$ cat src/rtl/ctext_pkg.sv
// Shared types and defaults for the ciphertext capture store.
// Default data/address widths and the terminator byte that ends a capture.
package ctext_pkg;

  localparam int         CTEXT_B    = 8;
  localparam int         CTEXT_W    = 4;
  localparam logic [7:0] CTEXT_TERM = 8'h00;

  typedef enum logic {
    FILL = 1'b0,
    DONE = 1'b1
  } state_t;

endpackage

$ cat src/rtl/ctext_mem.sv
// 2**W x B storage array: write lands on the clock edge, read is combinational.
// A read of the address being written returns the old byte until the edge.
module ctext_mem #(
  parameter int B = 8,
  parameter int W = 4
) (
  input  logic         clk,
  input  logic         we,
  input  logic [W-1:0] wa,
  input  logic [B-1:0] wd,
  input  logic [W-1:0] ra,
  output logic [B-1:0] rd
);

  logic [B-1:0] mem [2**W];

  always_ff @(posedge clk) begin
    if (we) mem[wa] <= wd;
  end

  assign rd = mem[ra];

endmodule

$ cat src/rtl/ctext_ram_writer.sv
// Captures cipher bytes into ctext_mem until the terminator or a full array; one byte/cycle, w_ready low in DONE or during clr.
// CTEXT_CHKSUM_EN builds a running XOR of accepted bytes; otherwise chksum reads as zero.
module ctext_ram_writer
  import ctext_pkg::*;
#(
  parameter int         B    = CTEXT_B,
  parameter int         W    = CTEXT_W,
  parameter logic [B-1:0] TERM = B'(CTEXT_TERM)
) (
  input  logic         clk,
  input  logic         reset,
  input  logic         clr,
  input  logic         w_valid,
  input  logic [B-1:0] w_data,
  output logic         w_ready,
  input  logic [W-1:0] R_A,
  output logic [B-1:0] R_D,
  output logic [W:0]   count,
  output logic         full,
  output logic         done,
  output logic [B-1:0] chksum
);

  // count value at which the next accepted byte fills the array
  localparam logic [W:0] LAST = {1'b0, {W{1'b1}}};

  state_t       state, state_d;
  logic [W-1:0] ptr;
  logic         accept;
  logic         is_term;
  logic         at_last;

  assign accept  = w_valid && w_ready;
  assign is_term = (w_data == TERM);
  assign at_last = (count == LAST);

  always_ff @(posedge clk or negedge reset) begin
    if (!reset) state <= FILL;
    else        state <= state_d;
  end

  always_comb begin
    state_d = state;
    if (clr)
      state_d = FILL;
    else if (state == FILL && accept && (is_term || at_last))
      state_d = DONE;
  end

  always_comb begin
    w_ready = (state == FILL) && !clr;
    done    = (state == DONE);
  end

  always_ff @(posedge clk or negedge reset) begin
    if (!reset) begin
      ptr   <= '0;
      count <= '0;
      full  <= 1'b0;
    end else if (clr) begin
      ptr   <= '0;
      count <= '0;
      full  <= 1'b0;
    end else if (accept) begin
      ptr   <= ptr + 1'b1;
      count <= count + 1'b1;
      if (at_last) full <= 1'b1;
    end
  end

`ifdef CTEXT_CHKSUM_EN
  logic [B-1:0] chk_q;

  always_ff @(posedge clk or negedge reset) begin
    if (!reset)      chk_q <= '0;
    else if (clr)    chk_q <= '0;
    else if (accept) chk_q <= chk_q ^ w_data;
  end

  assign chksum = chk_q;
`else
  assign chksum = {B{1'b0}};
`endif

  ctext_mem #(.B(B), .W(W)) u_mem (
    .clk (clk),
    .we  (accept),
    .wa  (ptr),
    .wd  (w_data),
    .ra  (R_A),
    .rd  (R_D)
  );

endmodule

$ cat config.mk
export PLATFORM = sky130hd
export DESIGN_NAME = ctext_ram_writer
export DESIGN_NICKNAME = d
export VERILOG_FILES = /design/src/rtl/ctext_pkg.sv /design/src/rtl/ctext_mem.sv /design/src/rtl/ctext_ram_writer.sv
export SDC_FILE = /design/constraint.sdc
export NUM_CORES = 1
export LEC_CHECK = 0
export ABC_AREA = 1
export CORE_UTILIZATION = 55
export CTS_CLUSTER_SIZE = 20
export DETAILED_ROUTE_END_ITERATION = 10
export GPL_ROUTABILITY_DRIVEN = 1
export PLACE_DENSITY = 0.75
export SETUP_SLACK_MARGIN = 0.5
export SLEW_MARGIN = 20
export SYNTH_ARGS = -nofsm -noshare
export SYNTH_HDL_FRONTEND = slang
export SYNTH_SLANG_ARGS = --single-unit
$ cat constraint.sdc
create_clock -name clk -period 2.1 [get_ports clk]
set_clock_uncertainty 0.1 [all_clocks]
set_input_delay 0.21 -clock clk [delete_from_list [all_inputs] [get_ports clk]]
set_output_delay 0.21 -clock clk [all_outputs]
set_load 0.02 [all_outputs]
# After elaboration in Yosys (flattened, before gate mapping)
# Memories as Yosys holds them, arrays and structs flattened.
# Index checks and enable logic that the tools add are counted.
[classes]
addsub = 2
n_eq_ne = 1
n_mux = 11
n_bitwise = 1
n_reduce_logical = 11
[ops]
columns = ["cell", "n"]
rows = [
  ["$mux 5", 2],
  ["$logic_not 8->1", 1],
  ["$mux 4", 2],
  ["$mux 1", 7],
  ["$reduce_bool 2->1", 3],
  ["$add 5x1->5 const B", 1],
  ["$eq 5x4->1 const B", 1],
  ["$add 4x1->4 const B", 1],
  ["$logic_and 1x1->1", 4],
  ["$reduce_and 2->1", 1],
  ["$logic_not 1->1", 1],
  ["$logic_or 1x1->1", 1],
  ["$not 1->1", 1],
]
[word_totals]
ff_bits = 11
mem_bits_rw = 128
in_bits = 16
output_inout_bits = 24
word_cells = 31
mem_count = 1
[mem_list]
columns = ["memory", "words", "word_bits", "rd", "rd_ports_with_merged_regs", "wr", "line", "text"]
rows = [
  ["u_mem.mem", 16, 8, 1, 0, 1, "ctext_mem.sv:15", "logic [B-1:0] mem [2**W];"],
]

# Logic depth before layout (Yosys ltp)
# Gate-level depths: netlist (run 1).
[logic_depth]
ltp_word = 7
ltp_mapped = 8
ltp_nobuf = 7

# By module
# Synthesis (run 1) repeated with hierarchy kept, for this count alone.
[hier_totals]
cells_unflattened = 615
area_unflattened_um2 = 6222.2
[modules_own_cells]
columns = ["module", "n_inst", "cells_per_inst", "area_per_inst_um2", "seq_area_each_um2"]
rows = [
  ["ctext_mem", 1, 543, 5606.6, 3843.7],
  ["ctext_ram_writer", 1, 72, 615.6, 275.3],
]

# Worst setup path after synthesis (run 1)
# OpenSTA, ideal clock, no wires.
[synth_path]
kind = "reg-to-reg"
start = "register state, in the netlist done"
end = "memory u_mem.mem[0][0] (enable)"
setup_time_ns = 0.370
t_arrival_ns = 1.505
required_ns = 1.630
path_slack_ns = 0.125
path_stages_with_launch = 7
path_buffers = 1
synth_period_minus_slack_ns = 1.975
path_cell_list = "dfrtp_1 > nor2_2 > nand2_2 > inv_2 > buf_6 > nand2_2 > nor2_1"
[synth_between]
elab_chain_len = 5
[synth_lines]
columns = ["element", "line", "text"]
rows = [
  ["start, declared", "ctext_ram_writer.sv:27", "state_t state, state_d;"],
  ["start signal, assigned", "ctext_ram_writer.sv:39", "else state <= state_d;"],
  ["$not 1->1", "ctext_ram_writer.sv:51", "w_ready = (state == FILL) && !clr;"],
  ["$logic_and 1x1->1", "ctext_ram_writer.sv:51", ""],
  ["named net w_ready", "ctext_ram_writer.sv:15", "output logic w_ready,"],
  ["$logic_and 1x1->1", "ctext_ram_writer.sv:33", "assign accept = w_valid && w_ready;"],
  ["$mux 1", "ctext_mem.sv:18", "if (we) mem[wa] <= wd;"],
  ["$mux 1 (implied by the code)", "ctext_mem.sv:18", ""],
  ["end, declared", "ctext_mem.sv:15", ""],
]
# The timed path passes the listed nets, and every way through them passes these cells.

# Final worst setup path (run 1)
[layout_path]
start = "memory u_mem.mem[9][3]"
end = "output R_D[3]"
[layout_between]
elab_chain_len = 1
[layout_lines]
columns = ["element", "line", "text"]
rows = [
  ["$mem_v2 16x8", "n/a", ""],
  ["end, declared", "ctext_ram_writer.sv:17", "output logic [B-1:0] R_D,"],
]
# No other way between the ends.

==> results.tsv, run 1 <==
metric	value	unit
clock-pin slew on the worst setup and hold paths	0.06	ns
TritonCTS clock tree	yes	
total CTS buffers	17	
first-pass GRT wire length	23800	µm
CTS Root Cell	clkbuf_16	
fin crit share	0.841	
crit start category	flop	
Worst Path Arrival	1.46	ns
Fin Hold WS	0.0179	ns
most frequent cells in the layout	170 x nand2_1, 128 x edfxtp_1, 105 x inv_1	
Core Util, Final	0.741	
worst r2r dst	u_mem.mem[2][3]	
Max Freq	566	MHz
Final Setup Violations	0	
Pwr Density	857	nW/µm²
clk buf depth	2	
FILL cells	661	
H-tree depth	4	
R2R depth	4	
DRT antenna net count	0	
Seq/Total Area, Yosys	0.660	
DR WL/cell	19.0	µm
Final Hold Vio Count	0	
core region area	10900	µm²
Cell variety after synth	20	
commonest non-fill, non-tap cell in the layout	nand2_1	
Die H	109	µm
Yosys warnings	0	
Overflow after GRT	0	
HP Class	in -> async	
First-pass DRT Iterations	8	
clk sinks	139	
drt first-iter violations	544	
NumNets Final	703	
Slew Viols, Final	0	
largest net degree at the start of global routing	65	
IO Pins	40	
vias in the first global route	4459	
CP required	1.79	ns
initial antenna violation count	1	
share of the synthesized area in the top cell type	0.616	
cts hold-fix bufs	0	
clk_lat worst skew	0.42	ns
Area Growth Syn to Fin	29.9	%
detailed placement HPWL	9690	µm
Tot GR Track Use	0.282	
Mapped Area	6240	µm²
FF-to-FF Start	ptr[0]	
routability cong.	0.922	
unrepaired setup endpoints after global routing	yes	
Residual DRC	0	
Vias	4659	
share of layout cells above drive strength 1	0.245	
Synth Register Bits	139	
outcome	completed	
Mean Syn Cell Area	10.1	µm²
DR vias/cell	5.58	
# Max-Cap Violations	0	
Crit Path Max Fanout	1	
synth top area cells	edfxtp_1 62%, nand2_1 11%, nand3_1 7.9%	
Die ar.	11800	µm²
Worst setup EP type	output port	
min cycle time layout	1.77	ns
chip width	109	µm
maximum vdd drop	588	µV
Synth area leader	edfxtp_1	
row count	38	
DRT Wirelength	15800	µm
initial core utilization	0.571	
R2R setup slack	0.53	ns
crit path kind	reg -> out	
Leak	3.46	nW
Mapped Cells	618	
port bufs	31	
-- through the flow --
step                      cells  setup WS [ns]  setup TNS [ns]  instance area, µm²  power [mW]
after floorplan             625          0.423               0                6460        3.48
after global placement      786         -0.255           -1.76                6920        3.70
after detailed placement    786         -0.300           -1.98                6920        3.72
after CTS                   828          0.310               0                7800        6.88
after global routing        834          0.267               0                8110        7.10
final                       835          0.333               0                8110        6.95
-- report_power, final --
group          internal [mW]  leakage [nW]  switching, mW
Sequential              3.06          1.30         0.0281
Clock                   2.09         0.305           1.10
Combinational          0.246          1.86          0.423
Total                   5.40          3.46           1.55
-- routing by layer --
layer  share of wire  wire [µm]  vias to the layer above  GRT usage
li1                -          -                     2100          -
met1            0.37       5830                     2227      0.361
met2            0.50       7960                      294      0.456
met5               0          0                        -          0
met4           0.030        476                        0      0.116
met3           0.099       1580                       38     0.0735
-- cell type report --
cell class	count	area [µm²]	share of cell area
inverters	110	424	0.0523
multi-input cells	343	1950	0.241
clock buffers	18	429	0.0529
clock inverters	14	201	0.0248
diodes	1	2.50	0.000309
well taps	140	175	0.0216
flip-flops and latches	139	4120	0.508
repair buffers	70	805	0.0992
-- state kept, by name, summed over array words and instances, names as in the netlist --
name and cells:
ptr 4, u_mem.mem 128, count 5, done 1, full 1
-- Yosys cell counts --
| master | count |
|---|---|
| conb_1 | 1 |
| nand2_1 | 186 |
| dfrtp_1 | 11 |
| o22ai_1 | 2 |
| o21ai_0 | 5 |
| buf_4 | 11 |
| ha_1 | 6 |
| nand3_1 | 99 |
| buf_6 | 8 |
| inv_1 | 107 |
| a21oi_1 | 4 |
| nand2_2 | 4 |
| nor2_1 | 26 |
| edfxtp_1 | 128 |
| buf_2 | 13 |
| nor4_1 | 1 |
| nor2_2 | 1 |
| clkbuf_1 | 1 |
| inv_2 | 3 |
| nor3_1 | 1 |
-- worst max-delay path, cell delays in order, from the launching register on --
cell      delay, ns
edfxtp_1       0.37
inv_1          0.07
nand2_1        0.05
nand3_1        0.14
nand3_2        0.11
nand3_2        0.09
nand2_2        0.07
buf_6          0.13
-- worst max path at each step --
stage	start	endpoint	slack (ns)	depth (start not counted)
2_1_floorplan	done	u_mem.mem[5][0]	0.42	6
3_3_place_gp	R_A[1]	R_D[5]	-0.26	8
3_5_place_dp	R_A[1]	R_D[4]	-0.30	8
4_1_cts	u_mem.mem[2][4]	R_D[4]	0.31	7
5_1_grt	u_mem.mem[10][3]	R_D[3]	0.27	7
6_report	u_mem.mem[9][3]	R_D[3]	0.33	7
-- cells by family after synthesis --
| logic type | share of synthesized area |
|---|---|
| AND/OR/NAND/NOR | 0.214 |
| buffers and inverters | 0.105 |
| flip-flops | 0.660 |
| AO/OA/AOI/OAI | 0.00922 |
| adder cells (fa/ha/maj) | 0.0120 |
| other | 0.000601 |
-- what timing repair did --
action | in CTS | in global routing
gates resized for setup | 84 | 50
buffers inserted | 10 | 6
pin swaps | 25 | 40
setup endpoints to repair | 128 | 106
No activity file was read; power rests on OpenSTA's default activity.
==> run 2: changes to the inputs <==
clock period = 1.7 ns   (was 2.1 ns; I/O delays follow)
==> run 2 against run 1 <==
Compared with the run above:
- the run now ends with setup timing left
- cell area rose by 1.5%
- register-to-register slack got worse by 0.47 ns
- non-clock buffer count rose by 7
- global-route usage fell by 0.29 points
- core utilization rose by 1.1 points
- clock power rose by 11%
- cell count rose by 0.72%
- hold slack improved by 0.13 ns
- sequential share of layout area fell by 0.70 points
- worst setup slack got worse by 0.35 ns
- combinational power rose by 38%
- critical endpoint is now R_D[4]
==> results.tsv, run 2 (same netlist as run 1, synthesis figures left out) <==
metric	value	unit	change
outcome	complete, but fails checks		
failing checks	setup timing		
Worst setup EP type	output port		
FF-to-FF Start	done		
routability cong.	0.949		+2.9%
Final WS setup	-0.0176	ns	-0.351 ns
FILL cells	664		+0.45%
DRT antenna net count	0		unchanged
Ant. Diodes	0		-1
port bufs	31		unchanged
CP Launch Point	u_mem.mem[3][4]		
H-tree depth	4		unchanged
DR vias/cell	5.58		about the same
commonest non-fill, non-tap cell in the layout	nand2_1		
Area Growth Syn to Fin	31.8	%	
clk buf depth	2		unchanged
multi-input logic area	2090	µm²	+7.2%
# Max-Cap Violations	0		unchanged
DRT Wirelength	15900	µm	+0.44%
HP Class	in -> async		
CP max-delay cell	edfxtp_1		
clock-pin slew on the worst setup and hold paths	0.06	ns	about the same
Crit Path Max Fanout	1		unchanged
first-pass GRT wire length	23400	µm	-1.7%
largest net degree at the start of global routing	32		-51%
Largest register FFs	128		unchanged
fin crit share	1.01		
Final Hold Vio Count	0		unchanged
Top Registers	u_mem.mem (128), count (5), ptr (4)		
row count	38		unchanged
R2R depth	6		+2
drt first-iter violations	441		-19%
Vias	4692		+0.71%
vias in the first global route	4601		+3.2%
Final Setup Violations	4		+4
Overflow after GRT	0		unchanged
NumNets Final	710		+1.0%
Place WS	-0.613	ns	-0.313 ns
Worst Tran Pin Value	0.526	ns	
IO Pins	40		unchanged
Worst Path Arrival	1.45	ns	about the same
CTS Root Cell	clkbuf_16		
unrepaired setup endpoints after global routing	yes		
most frequent CP cell	nand3_1		
Residual DRC	0		unchanged
worst r2r dst	u_mem.mem[14][3]		
maximum vdd drop	652	µV	+11%
CP required	1.43	ns	-0.36 ns
First-pass DRT Iterations	5		-3
initial core utilization	0.571		unchanged
Max Freq	582	MHz	
Tot Pwr	8.32	mW	+20%
share of layout cells above drive strength 1	0.301		+0.0560
Pwr Density	1010	nW/µm²	+18%
TritonCTS clock tree	yes		
min cycle time layout	1.72	ns	
Final Non-Filler Cells	841		+0.72%
Largest stage delay, worst path	0.37	ns	about the same
Register Area	4120	µm²	about the same
total CTS buffers	17		unchanged
R2R setup slack	0.06	ns	-0.47 ns
Largest Register	u_mem.mem		
most frequent cells in the layout	157 x nand2_1, 128 x edfxtp_1, 102 x inv_1		
Slew Viols, Final	0		unchanged
DR WL/cell	18.9	µm	-0.28%
Die H	109	µm	unchanged
crit path kind	reg -> out		
Die ar.	11800	µm²	unchanged
Post-DP Area	6990	µm²	+1.0%
clk sinks	139		unchanged
Tot GR Track Use	0.279		-0.00293
Critical Path, Cell by Cell	inv_1, nand2_1, nand3_1, nand3_1, nand3_1, nand2_1, buf_4		
crit start category	flop		
Critical Path Sink	R_D[4]		
worst relative slew slack	0.649		
cell area after layout	8230	µm²	+1.5%
initial antenna violation count	0		-1
chip width	109	µm	unchanged
clk_lat worst skew	0.42	ns	about the same
detailed placement HPWL	9530	µm	-1.7%
# placed instances	793		+0.89%
Leak	3.47	nW	+0.14%
core region area	10900	µm²	unchanged
[run 2: cell count changes in the layout (fill, tap and decap cells not counted), moves of 4 or more]
cell	previous run	this run
o21ai_2	0	4
nand3_1	53	60
dlygate4sd2_1	8	2
buf_4	20	24
o21ai_0	5	0
nand3_2	46	39
ha_4	0	4
nand2_2	15	27
nand2_1	170	157
buf_12	16	11
buf_6	11	25
[run 2: layer usage]
layer  global-route usage  up-vias  wire [µm]
met2                0.447      298       8030
met3               0.0759       66       1490
met1                0.345     2213       5810
li1                     -     2115          -
met4                0.150        0        589
met5                    0        -          0
[run 2: worst max-delay path: cells and delay by family (launching register included)]
family                 cells  cell delay (ns)
buffers and inverters      2             0.24
and+or+nand+nor            5             0.42
DFF                        1             0.37
[run 2: cell type report]
type | instances | share of cell area
clock buffers | 17 | 0.0517
clock inverters | 15 | 0.0182
well taps | 140 | 0.0213
inverters | 110 | 0.0512
flip-flops and latches | 139 | 0.501
multi-input cells | 343 | 0.254
repair buffers | 77 | 0.102
[run 2: per-stage QoR]
step / setup TNS, ns / hold slack, ns / utilization
final: -0.0463 / 0.144 / 0.753
after global routing: -0.414 / 0.178 / 0.753
after CTS: -0.0369 / 0.390 / 0.727
after detailed placement: -18.33 / 0.395 / 0.639
after global placement: -14.40 / 0.384 / 0.639
after floorplan: 0 / -0.226 / -
[run 2: worst min-delay path by stage]
stage | to | start | slack [ns]
after global routing | count[2] | reset | 0.18
final | ptr[2] | reset | 0.14
after floorplan | count[0] | reset | -0.23
after detailed placement | count[0] | count[0] | 0.39
after CTS | full | clr | 0.39
after global placement | count[0] | count[0] | 0.38
[run 2: power by group]
group	internal, mW	switching (mW)	total, mW
clock network	2.15	1.40	3.55
registers	3.79	0.0506	3.84
logic	0.366	0.559	0.925
[run 2: what timing repair did]
| item | CTS | global route |
|---|---|---|
| gates resized for setup | 154 | 61 |
| pin swaps | 27 | 23 |
| buffers inserted | 10 | 5 |
| endpoints found under the setup margin | 154 | 159 |
| hold buffers | 1 | 0 |
| hold endpoints to repair | 9 | 0 |
